### src/rtl/fu_cdb_arbiter.sv
// rtl/fu_cdb_arbiter.sv - FU result holding buffers with round-robin grant onto a registered CDB
module fu_cdb_arbiter #(
   parameter int NUM_FU    = 4,
   parameter int CDB_WIDTH = 2,
   parameter int TAG_W     = 5,
   parameter int XLEN      = 32
) (
   input  logic                                clock,
   input  logic                                reset,
   input  logic                                squash,
   input  logic [NUM_FU-1:0]                   fu_valid,
   input  logic [NUM_FU*TAG_W-1:0]             fu_tag,
   input  logic [NUM_FU*XLEN-1:0]              fu_result,
   input  logic [NUM_FU-1:0]                   fu_take_branch,
   output logic [NUM_FU-1:0]                   fu_ack,
   output logic [CDB_WIDTH-1:0]                cdb_valid,
   output logic [CDB_WIDTH*TAG_W-1:0]          cdb_tag,
   output logic [CDB_WIDTH*XLEN-1:0]           cdb_value,
   output logic [CDB_WIDTH-1:0]                cdb_take_branch,
   output logic [CDB_WIDTH*$clog2(NUM_FU)-1:0] cdb_fu_idx
);

   localparam int IDX_W = $clog2(NUM_FU);

   logic [NUM_FU-1:0]    hold_valid;
   logic [NUM_FU-1:0]    hold_br;
   logic [TAG_W-1:0]     hold_tag   [NUM_FU];
   logic [XLEN-1:0]      hold_value [NUM_FU];
   logic [IDX_W-1:0]     rr_ptr;
   logic [IDX_W-1:0]     rr_next;
   logic [NUM_FU-1:0]    grant;
   logic [CDB_WIDTH-1:0] slot_vld;
   logic [IDX_W-1:0]     slot_idx [CDB_WIDTH];

   // Walk the buffers starting at rr_ptr; the k-th granted entry lands in slot k.
   always_comb begin
      int cnt;
      int j;
      grant    = '0;
      slot_vld = '0;
      rr_next  = rr_ptr;
      cnt      = 0;
      j        = 0;
      for (int s = 0; s < CDB_WIDTH; s++) slot_idx[s] = '0;
      for (int k = 0; k < NUM_FU; k++) begin
         j = int'(rr_ptr) + k;
         if (j >= NUM_FU) j = j - NUM_FU;
         for (int i = 0; i < NUM_FU; i++) begin
            if (i == j && hold_valid[i] && cnt < CDB_WIDTH) begin
               grant[i] = 1'b1;
               for (int s = 0; s < CDB_WIDTH; s++) begin
                  if (s == cnt) begin
                     slot_vld[s] = 1'b1;
                     slot_idx[s] = IDX_W'(i);
                  end
               end
               rr_next = (i == NUM_FU - 1) ? '0 : IDX_W'(i + 1);
               cnt     = cnt + 1;
            end
         end
      end
   end

   // A granted buffer frees at the edge, so it can accept a new result in the same cycle.
   assign fu_ack = reset  ? '0 :
                   squash ? '1 : (~hold_valid | grant);

   always_ff @(posedge clock) begin
      if (reset) begin
         hold_valid      <= '0;
         hold_br         <= '0;
         rr_ptr          <= '0;
         cdb_valid       <= '0;
         cdb_tag         <= '0;
         cdb_value       <= '0;
         cdb_take_branch <= '0;
         cdb_fu_idx      <= '0;
         for (int i = 0; i < NUM_FU; i++) begin
            hold_tag[i]   <= '0;
            hold_value[i] <= '0;
         end
      end else if (squash) begin
         hold_valid      <= '0;
         rr_ptr          <= '0;
         cdb_valid       <= '0;
         cdb_tag         <= '0;
         cdb_value       <= '0;
         cdb_take_branch <= '0;
         cdb_fu_idx      <= '0;
      end else begin
         rr_ptr <= rr_next;
         for (int i = 0; i < NUM_FU; i++) begin
            if (fu_valid[i] && fu_ack[i]) begin
               hold_valid[i] <= 1'b1;
               hold_tag[i]   <= fu_tag[i*TAG_W +: TAG_W];
               hold_value[i] <= fu_result[i*XLEN +: XLEN];
               hold_br[i]    <= fu_take_branch[i];
            end else if (grant[i]) begin
               hold_valid[i] <= 1'b0;
            end
         end
         for (int s = 0; s < CDB_WIDTH; s++) begin
            cdb_valid[s] <= slot_vld[s];
            if (slot_vld[s]) begin
               cdb_tag[s*TAG_W +: TAG_W]     <= hold_tag[slot_idx[s]];
               cdb_value[s*XLEN +: XLEN]     <= hold_value[slot_idx[s]];
               cdb_take_branch[s]            <= hold_br[slot_idx[s]];
               cdb_fu_idx[s*IDX_W +: IDX_W]  <= slot_idx[s];
            end else begin
               cdb_tag[s*TAG_W +: TAG_W]     <= '0;
               cdb_value[s*XLEN +: XLEN]     <= '0;
               cdb_take_branch[s]            <= 1'b0;
               cdb_fu_idx[s*IDX_W +: IDX_W]  <= '0;
            end
         end
      end
   end

endmodule

### config.mk
export PLATFORM = sky130hd
export DESIGN_NAME = fu_cdb_arbiter
export DESIGN_NICKNAME = d
export VERILOG_FILES = /design/src/rtl/fu_cdb_arbiter.sv
export SDC_FILE = /design/constraint.sdc
export NUM_CORES = 1
export LEC_CHECK = 0
export ABC_AREA = 1
export BUFFER_PORTS_ARGS = -buffer_cell sky130_fd_sc_hd__buf_2
export CORE_MARGIN = 8
export CORE_UTILIZATION = 44
export DETAILED_ROUTE_END_ITERATION = 10
export PLACE_DENSITY = 0.79
export SLEW_MARGIN = 20
export SYNTH_ARGS = -nofsm -noshare
export SYNTH_HDL_FRONTEND = slang
export SYNTH_SLANG_ARGS = --single-unit
### constraint.sdc
create_clock -name clock -period 11.7 [get_ports clock]
set_clock_uncertainty 0.05 [all_clocks]
set_input_delay 2.34 -clock clock [delete_from_list [all_inputs] [get_ports clock]]
set_output_delay 2.34 -clock clock [all_outputs]
set_load 0.03 [all_outputs]
* Yosys cells after proc, flatten, opt, wreduce, memory -nomap -nowiden
Memory sizes are Yosys's and may differ from the RTL's. A register that Yosys moved wholly into a read port is not among the register bits.
Cells that the tools add are included.
** Storage, ports and cells
- RAM bits :: 148
- Flip-flop bits (word level) :: 18
- Memories :: 2
- Logic and storage cells :: 345
** Memories
- hold_value :: depth 4, bits a word 32, rd ports 2, clocked after Yosys merged registers in 2, write ports 4, line 28 : logic [XLEN-1:0] hold_value [NUM_FU];
- hold_tag :: depth 4, bits a word 5, rd ports 2, clocked after Yosys merged registers in 2, write ports 4, line 27 : logic [TAG_W-1:0] hold_tag [NUM_FU];
** Cells by class
- Reduce and logical (&&, ||, !) cells :: 67
- Magnitude comparators :: 21
- Equal/unequal tests :: 27
- Bitwise gates (word level) :: 13
- Mux-type cells :: 180
- Add/sub/neg operators :: 21
** Operators with widths (number)
- $mux 32 :: 22
- $eq 2x32->1 const A :: 19
- $logic_not 32->1 :: 19
- $lt 32x3->1 const B :: 15
- $add 32x2->32 const B :: 14
- $eq 3x32->1 const A :: 8
- $mux 2 :: 58
- $mux 1 :: 77
- $mux 4 :: 16
- $logic_and 1x1->1 :: 35
- $mux 5 :: 4
- $reduce_bool 15->1 :: 1
- $sub 3x3->4 const B :: 3
- $ge 3x3->1 const B :: 3
- $reduce_or 3->1 :: 3
- $or 1x1->1 :: 8
- $reduce_and 2->1 :: 4
- $reduce_bool 2->1 :: 4
- $add 2x2->3 const B :: 2
- $lt 2x3->1 const B :: 2
- $bmux 1 s2 :: 2
- $not 4->4 :: 1
- $or 4x4->4 :: 1
- $sub 2x3->4 const B :: 1
- 5 further kinds :: 7

* Depth between registers and ports, before layout
Gate-level depths: netlist of run 1.
- Word-level depth :: 59
- Gate-level depth with buffers :: 65
- Mapped depth without buffers :: 64

* Least setup slack after synthesis of run 1
OpenSTA, ideal clock, no wires.
- Path kind :: flip-flop to output port
- From :: reg rr_ptr[0]
- To :: out fu_ack[3]
- Stages on the path, launching flop included :: 60
- Path slack :: 0.223 ns
- Arrival :: 9.087 ns
- Cells stage by stage :: dfxtp_1 > inv_1 > nor2_1 > inv_1 > nor2_1 > ha_1 > nor2_1 > nand2_1 > fa_1 > ha_1 > or2_1 > nand2_4 > ha_1 > inv_1 > nand4_1 > nand3_1 > inv_1 > ha_1 > (+24 left out) > inv_1 > nand4_2 > nand2_1 > inv_1 > ha_1 > nand2_2 > nand2_4 > ha_1 > inv_1 > nand4_1 > nand2_1 > inv_2 > nand3_1 > nor2_4 > inv_1 > nand3_1 > o21ai_0 > inv_1
** On the way
- Word-level cells in the longest chain between the ends :: 53
- Elaborated cells between the ends (all ways) :: 113
** Ends and longest elaborated chain
- start, declared :: line 29 : logic [IDX_W-1:0] rr_ptr;
- start signal, assigned :: line 91 : rr_ptr <= rr_next;
- $sub 2x3->4 or $ge 2x3->1 (tied branches) :: line 47 : if (j >= NUM_FU) j = j - NUM_FU;
- $mux 32 :: line 47
- $logic_not 32->1 :: line 49 : if (i == j && hold_valid[i] && cnt < CDB_WIDTH) begin
- $logic_and 1x1->1 :: line 49
- $mux 1 :: line 49
- $lt 32x3->1 :: line 49
- $logic_and 1x1->1 :: line 49
- $mux 32 :: line 49
- (+37 left out)
- $logic_and 1x1->1 :: line 49
- $mux 32 :: line 49
- $lt 32x3->1 :: line 49
- $logic_and 1x1->1 :: line 49
- $mux 1 (*) :: line 49
- $or 4x4->4 (*) :: line 66 : squash ? '1 : (~hold_valid | grant);
- $mux 4 (*) :: line 66
- $mux 4 (*) :: line 65 : assign fu_ack = reset ? '0 :
- end, declared :: line 15 : output logic [NUM_FU-1:0] fu_ack,
Mark *: on every way between the ends. The rest lies on a longest branch, timed or not.

* Final worst setup path of run 1
- From :: reg rr_ptr[1]
- To :: out fu_ack[3]
Same word-level chain as after synthesis.

==> results of run 1 <==
-- logic make-up (layout without fill, tap and decap cells) --
group	Yosys count	after routing	synth area share [%]
compound gates	128	128	5.416
buf+inv	459	726	14.12
fa+ha+maj	37	37	3.548
flops	240	240	47.41
simple gates	836	836	28.93
xor+xnor	5	5	0.5851
-- what timing repair did --
item / in CTS / in global routing
gates resized for setup: 18 / 34
pin swaps: 7 / 19
setup endpoints to repair: 3 / 3
setup buffers: 13 / 10
-- metal layers --
| layer | vias up | track usage [%] |
|---|---|---|
| met5 | - | 0 |
| met4 | 0 | 10.25 |
| met3 | 112 | 4.211 |
| met2 | 708 | 39.76 |
| met1 | 5803 | 28.58 |
| li1 | 5849 | - |
-- state kept, by name, summed over array words and instances, names as in the netlist --
signal and flops:
cdb_fu_idx 4, cdb_tag 10, cdb_take_branch 2, cdb_valid 2, cdb_value 64, hold_br 4, hold_tag 20, hold_valid 4
hold_value 128, rr_ptr 2
-- cell type report --
class	count	area, sq um	share of cell area [%]
Sequential cell	240	6294	39.27
Clock inverter	11	86.33	0.5386
Tap cell	390	488.0	3.044
Multi-Input combinational cell	1006	5288	32.99
Timing Repair Buffer	303	1670	10.42
Inverter	375	1415	8.829
Clock buffer	37	787.0	4.910
-- final timing paths --
| path | startpoint | slack, ps | endpoint |
|---|---|---|---|
| worst max register to register | rr_ptr[1]$_SDFFE_PP0P_ | 1860 | cdb_value[38]$_SDFF_PP0_ |
| worst max-delay path | rr_ptr[1]$_SDFFE_PP0P_ | 530 | fu_ack[3] |
| worst min register to register | hold_br[2]$_SDFFE_PP0P_ | 430 | hold_br[2]$_SDFFE_PP0P_ |
| worst min-delay path | hold_br[2]$_SDFFE_PP0P_ | 430 | hold_br[2]$_SDFFE_PP0P_ |
-- power breakdown --
| group | internal [uW] | switching (uW) | leakage (uW) | total (uW) |
|---|---|---|---|---|
| sequential | 951 | 21.4 | 0.00227 | 972 |
| clock | 491 | 343 | 0.000423 | 834 |
| combinational | 159 | 351 | 0.00552 | 510 |
-- critical path, delay by kind of cell (launching register included) --
kind | cells | cell delay [ps]
and+or+nand+nor | 26 | 2780
AOI/OAI and AO/OA | 3 | 460
DFF | 1 | 390
adders and majority gates | 12 | 3400
buffers and inverters | 17 | 1240
-- synthesized netlist by cell type (2+ instances only) --
master	number
a21oi_1	75
a31oi_1	3
buf_1	3
buf_2	32
buf_4	9
buf_6	8
clkbuf_1	31
clkinv_1	3
dfxtp_1	92
edfxtp_1	148
ha_1	36
inv_1	361
inv_2	9
nand2_1	294
nand2_2	19
nand2_4	5
nand3_1	285
nand3_2	7
nand3_4	2
nand3b_1	14
nand4_1	13
nor2_1	175
nor2_2	2
nor2_4	7
nor3_1	7
o211ai_1	3
o21ai_0	30
o21ai_1	5
xor2_1	2
xor2_2	2
-- through the flow --
step	TNS [ps]	total power, uW	area (sq um)	util, %
after floorplan	0	1320	13260	-
after global placement	0	1461	14790	49.92
after detailed placement	-47.89	1473	14790	49.92
after CTS	0	2300	15810	53.35
after global routing	-21.98	2401	16030	54.08
final	0	2316	16030	54.08
==> flow_summary.ini, run 1 <==
[outcome]
status = finished clean

[cts]
tritoncts = done
cts_buffers = 26
htreeDepth = 1
hold_buffers = 0
worstSkewPairLatency_ps = 520
root_buffer = clkbuf_16
cts.path.max_buffers = 3
path_clk_slew_ps = 60
clkSinkCount = 240

[synth]
synth.distinct_cells = 53
synth_area_leaders = edfxtp_1 34%, dfxtp_1 14%, nand3_1 11%
yosysTopAreaCell = edfxtp_1
synth_area_sq_um = 13260
synth-edff-count = 148
synth-main-ff-cell = edfxtp_1
synth.top_cell.area_share_pct = 33.52
synthArstFlopShare_pct = 0
synthCells = 1705
synth_warnings = 0
syn_avg_cell_area_sq_um = 7.777
syn-num-nets = 1901
seq_area_frac_synth_pct = 47.41
synth_seq_cells = 240

[pwr]
p_per_area_nw_per_um2 = 144.5
max-vdd-ir-drop_uv = 126.2
leakage_uw = 0.008220

[hold_path]
hold_class = reg2reg
hold_depth = 2

[drt]
drt_wl_total_um = 43620
vias = 12470
routed.top_layer = met4
wl_met1_um = 16540
drt_iter0_drc = 1270
wire_per_inst_um = 18.47
ant_nets = 0
routed-wl-met3_um = 4156
met2_length_um = 20870
vias_per_cell = 5.280
drc = 0
dr.pass1.iters = 6

[critical_path]
r2r_cells = 60
cp-end-kind = output port
path_common_cell = inv_1
critPathKind = reg2out
cp_max_fo = 6
critPathSlowestCell = fa_2
cp_data_required_time_ps = 9310
worst_ep_arrival_time_ps = 8780
critPathLaunchType = register
slowest_delay_ps = 600

[floorplan]
dieArea_sq_um = 35950
fp.dieW_um = 189.6
core-area_sq_um = 29640
start_util_pct = 44.74
fp-row-count = 63
top_level_ports = 245
die_h_um = 189.6

[timing]
setup_viol_count_final = 0
fmaxAchievable_mhz = 89.52
hold_violations = 0
hold-worst-slack_ps = 431.8
tightestPinTransition_ps = 973.0
fin_crit_sh_pct = 95.48
final_max_slew_viol_count = 0
slew_headroom_pct = 34.91
setup_slack_ps = 528.9
period_minus_slack_ps = 11170

[global_route]
grt_usage_pct = 23.33
antenna_found_initial = 0
grt_pass1_wl_um = 67140
overflow = 0
grt_pass1_vias = 12410
grt_max_degree = 78

[layout]
synthToLayoutAreaGrowth_pct = 20.87
mostFrequentLayoutCells = 352 x inv_1, 284 x nand2_1, 282 x nand3_1
fin_cells = 2362
fillerInstances = 2788
drive_gt1_share_pct = 22.52
fin_nets = 2148
mostFrequentLayoutCell = inv_1
antenna-diode-count = 0

[place]
routabilityCongestion = 0.9325
pre_cts_ws_ps = -47.89
io_buffers = 244
hpwl_um = 31310
dp.cells = 2291

[run]
maxCapViolations = 0
(Power assumes the default switching activity.)
==> run 2, diff against run 1 <==
PLACE_DENSITY = 0.74   (was 0.79)
==> run 2 against run 1 <==
- routed wire length unchanged
- maximum frequency barely moved
- sequential share of layout area down 0.13 points
- register-to-register slack got worse by 150 ps
- design area rose by 0.34%
- die area unchanged
- via count shrank 0.59%
- clock-buffer cell count unchanged
- clock power up 6.7%
- sequential power is essentially flat
==> flow_summary.ini, run 2 (synthesis gave the netlist of run 1 again) <==
[outcome]
status = finished clean

[layout]
mostFrequentLayoutCells = 353 x inv_1, 285 x nand2_1, 282 x nand3_1
reg.largest.list = hold_value: 128 flops, cdb_value: 64 flops, hold_tag: 20 flops
largest_register_ffs = 128
fin_util_pct = 54.26
mostFrequentLayoutCell = inv_1
drive_gt1_share_pct = 22.62
fin_nets = 2147
design_area_sq_um = 16080
fillerInstances = 2807
top_register = hold_value
synthToLayoutAreaGrowth_pct = 21.28
antenna-diode-count = 0

[critical_path]
cp_max_fo = 4
path_delay_family = adder cells
critPathKind = reg2out
cp-end-kind = output port
critPathLaunchType = register
rrSetupSlack_ps = 1710
path_common_cell = inv_2
cp.buffers_inverters = 20
slowest_delay_ps = 520
critPathSlowestCell = fa_1
worst_ep_arrival_time_ps = 8780
cp_data_required_time_ps = 9310

[pwr]
seqPwrFrac_pct = 41.0
switching_share_pct = 30.65
power_switching_uw = 725.9
power_frac_clock_pct = 37.6
max-vdd-ir-drop_uv = 94.86
p_comb_share_pct = 21.4
internal-power_uw = 1642
leakage_uw = 0.008256
p_per_area_nw_per_um2 = 147.3

[place]
io_buffers = 244
pre_cts_ws_ps = 67.37
placed_cell_area_sq_um = 14840
routabilityCongestion = 0.9573
hpwl_um = 31350

[cts]
root_buffer = clkbuf_16
worstSkewPairLatency_ps = 540
htreeDepth = 1
hold_buffers = 0
clkSinkCount = 240
cts.path.max_buffers = 3
path_clk_slew_ps = 70
tritoncts = done
cts_buffers = 27

[timing]
final_max_slew_viol_count = 0
period_minus_slack_ps = 11170
tightestPinTransition_ps = 1076
slew_headroom_pct = 26.41
fin_crit_sh_pct = 95.49
setup_viol_count_final = 0
hold_violations = 0
setup_slack_ps = 527.7
hold-worst-slack_ps = 435.0
fmaxAchievable_mhz = 89.51

[floorplan]
die_h_um = 189.6
start_util_pct = 44.74
fp-row-count = 63
dieArea_sq_um = 35950
core-area_sq_um = 29640
fp.dieW_um = 189.6
top_level_ports = 245

[drt]
ant_nets = 0
vias = 12400
vias_per_cell = 5.249
drc = 0
drt_wl_total_um = 43620
wire_per_inst_um = 18.47
dr.pass1.iters = 6
drt_iter0_drc = 1192

[global_route]
grt_max_degree = 77
grt_pass1_vias = 12440
antenna_found_initial = 1
grt_pass1_wl_um = 66750
overflow = 0
grt_usage_pct = 23.35

[hold_path]
hold_class = reg2reg

[run]
maxCapViolations = 0
-- run 2: changes by cell type in the layout (fill, tap and decap cells not counted), moves of 3 or more --
cell and delta:
clkbuf_8 +4, clkbuf_1 -4, buf_12 +3, buf_4 -4
inv_6 +4
-- run 2: power groups by stage --
stage	clock, uW	combinational (uW)	sequential, uW
2_1_floorplan	0	312	1010
3_3_place_gp	0	478	987
5_1_grt	933	556	976
3_5_place_dp	0	486	988
4_1_cts	902	491	971
6_report	890	507	971
-- run 2: cell type report --
| cell class | count | area [sq um] | area share, % |
|---|---|---|---|
| repair buffers | 301 | 1689 | 10.50 |
| inverters | 375 | 1413 | 8.784 |
| clock buffers | 37 | 809.5 | 5.034 |
| flip-flops and latches | 240 | 6294 | 39.13 |
| well taps | 390 | 488.0 | 3.034 |
| clock inverters | 13 | 141.4 | 0.8792 |
| multi-input cells | 1006 | 5248 | 32.63 |
-- run 2: stage by stage --
step,setup TNS (ps),cells,total power (uW)
2_1_floorplan,0,1705,1320
3_5_place_dp,0,2292,1474
5_1_grt,-26.36,2362,2464
4_1_cts,0,2354,2363
6_report,0,2362,2368
3_3_place_gp,0,2292,1465
-- run 2: metal layers --
| metal | track usage [%] | vias up | wire [um] |
|---|---|---|---|
| li1 | - | 5845 | - |
| met1 | 27.99 | 5746 | 16410 |
| met2 | 39.23 | 679 | 20710 |
| met3 | 4.962 | 126 | 4163 |
| met4 | 11.88 | 2 | 2321 |
| met5 | 0 | - | 17 |
-- run 2: path summary, 6_finish.rpt --
path | cells past startpoint | from | to
setup / recovery | 59 | rr_ptr[0]$_SDFFE_PP0P_ | fu_ack[3]
hold / removal | 2 | hold_br[2]$_SDFFE_PP0P_ | hold_br[2]$_SDFFE_PP0P_
setup reg to reg | 60 | rr_ptr[0]$_SDFFE_PP0P_ | cdb_value[29]$_SDFF_PP0_
hold reg to reg | 2 | hold_br[2]$_SDFFE_PP0P_ | hold_br[2]$_SDFFE_PP0P_
-- run 2: repair_timing --
| item | in CTS | in global routing |
|---|---|---|
| cloned | 0 | 0 |
| gates resized for setup | 10 | 35 |
| pin swaps | 6 | 22 |
| setup endpoints to repair | 3 | 3 |
| buffers inserted | 12 | 8 |
-- run 2: worst min-delay path: stages, from the launching register on --
cell and delay (ps):
dfxtp_1 300, inv_1 80, a21oi_1 60
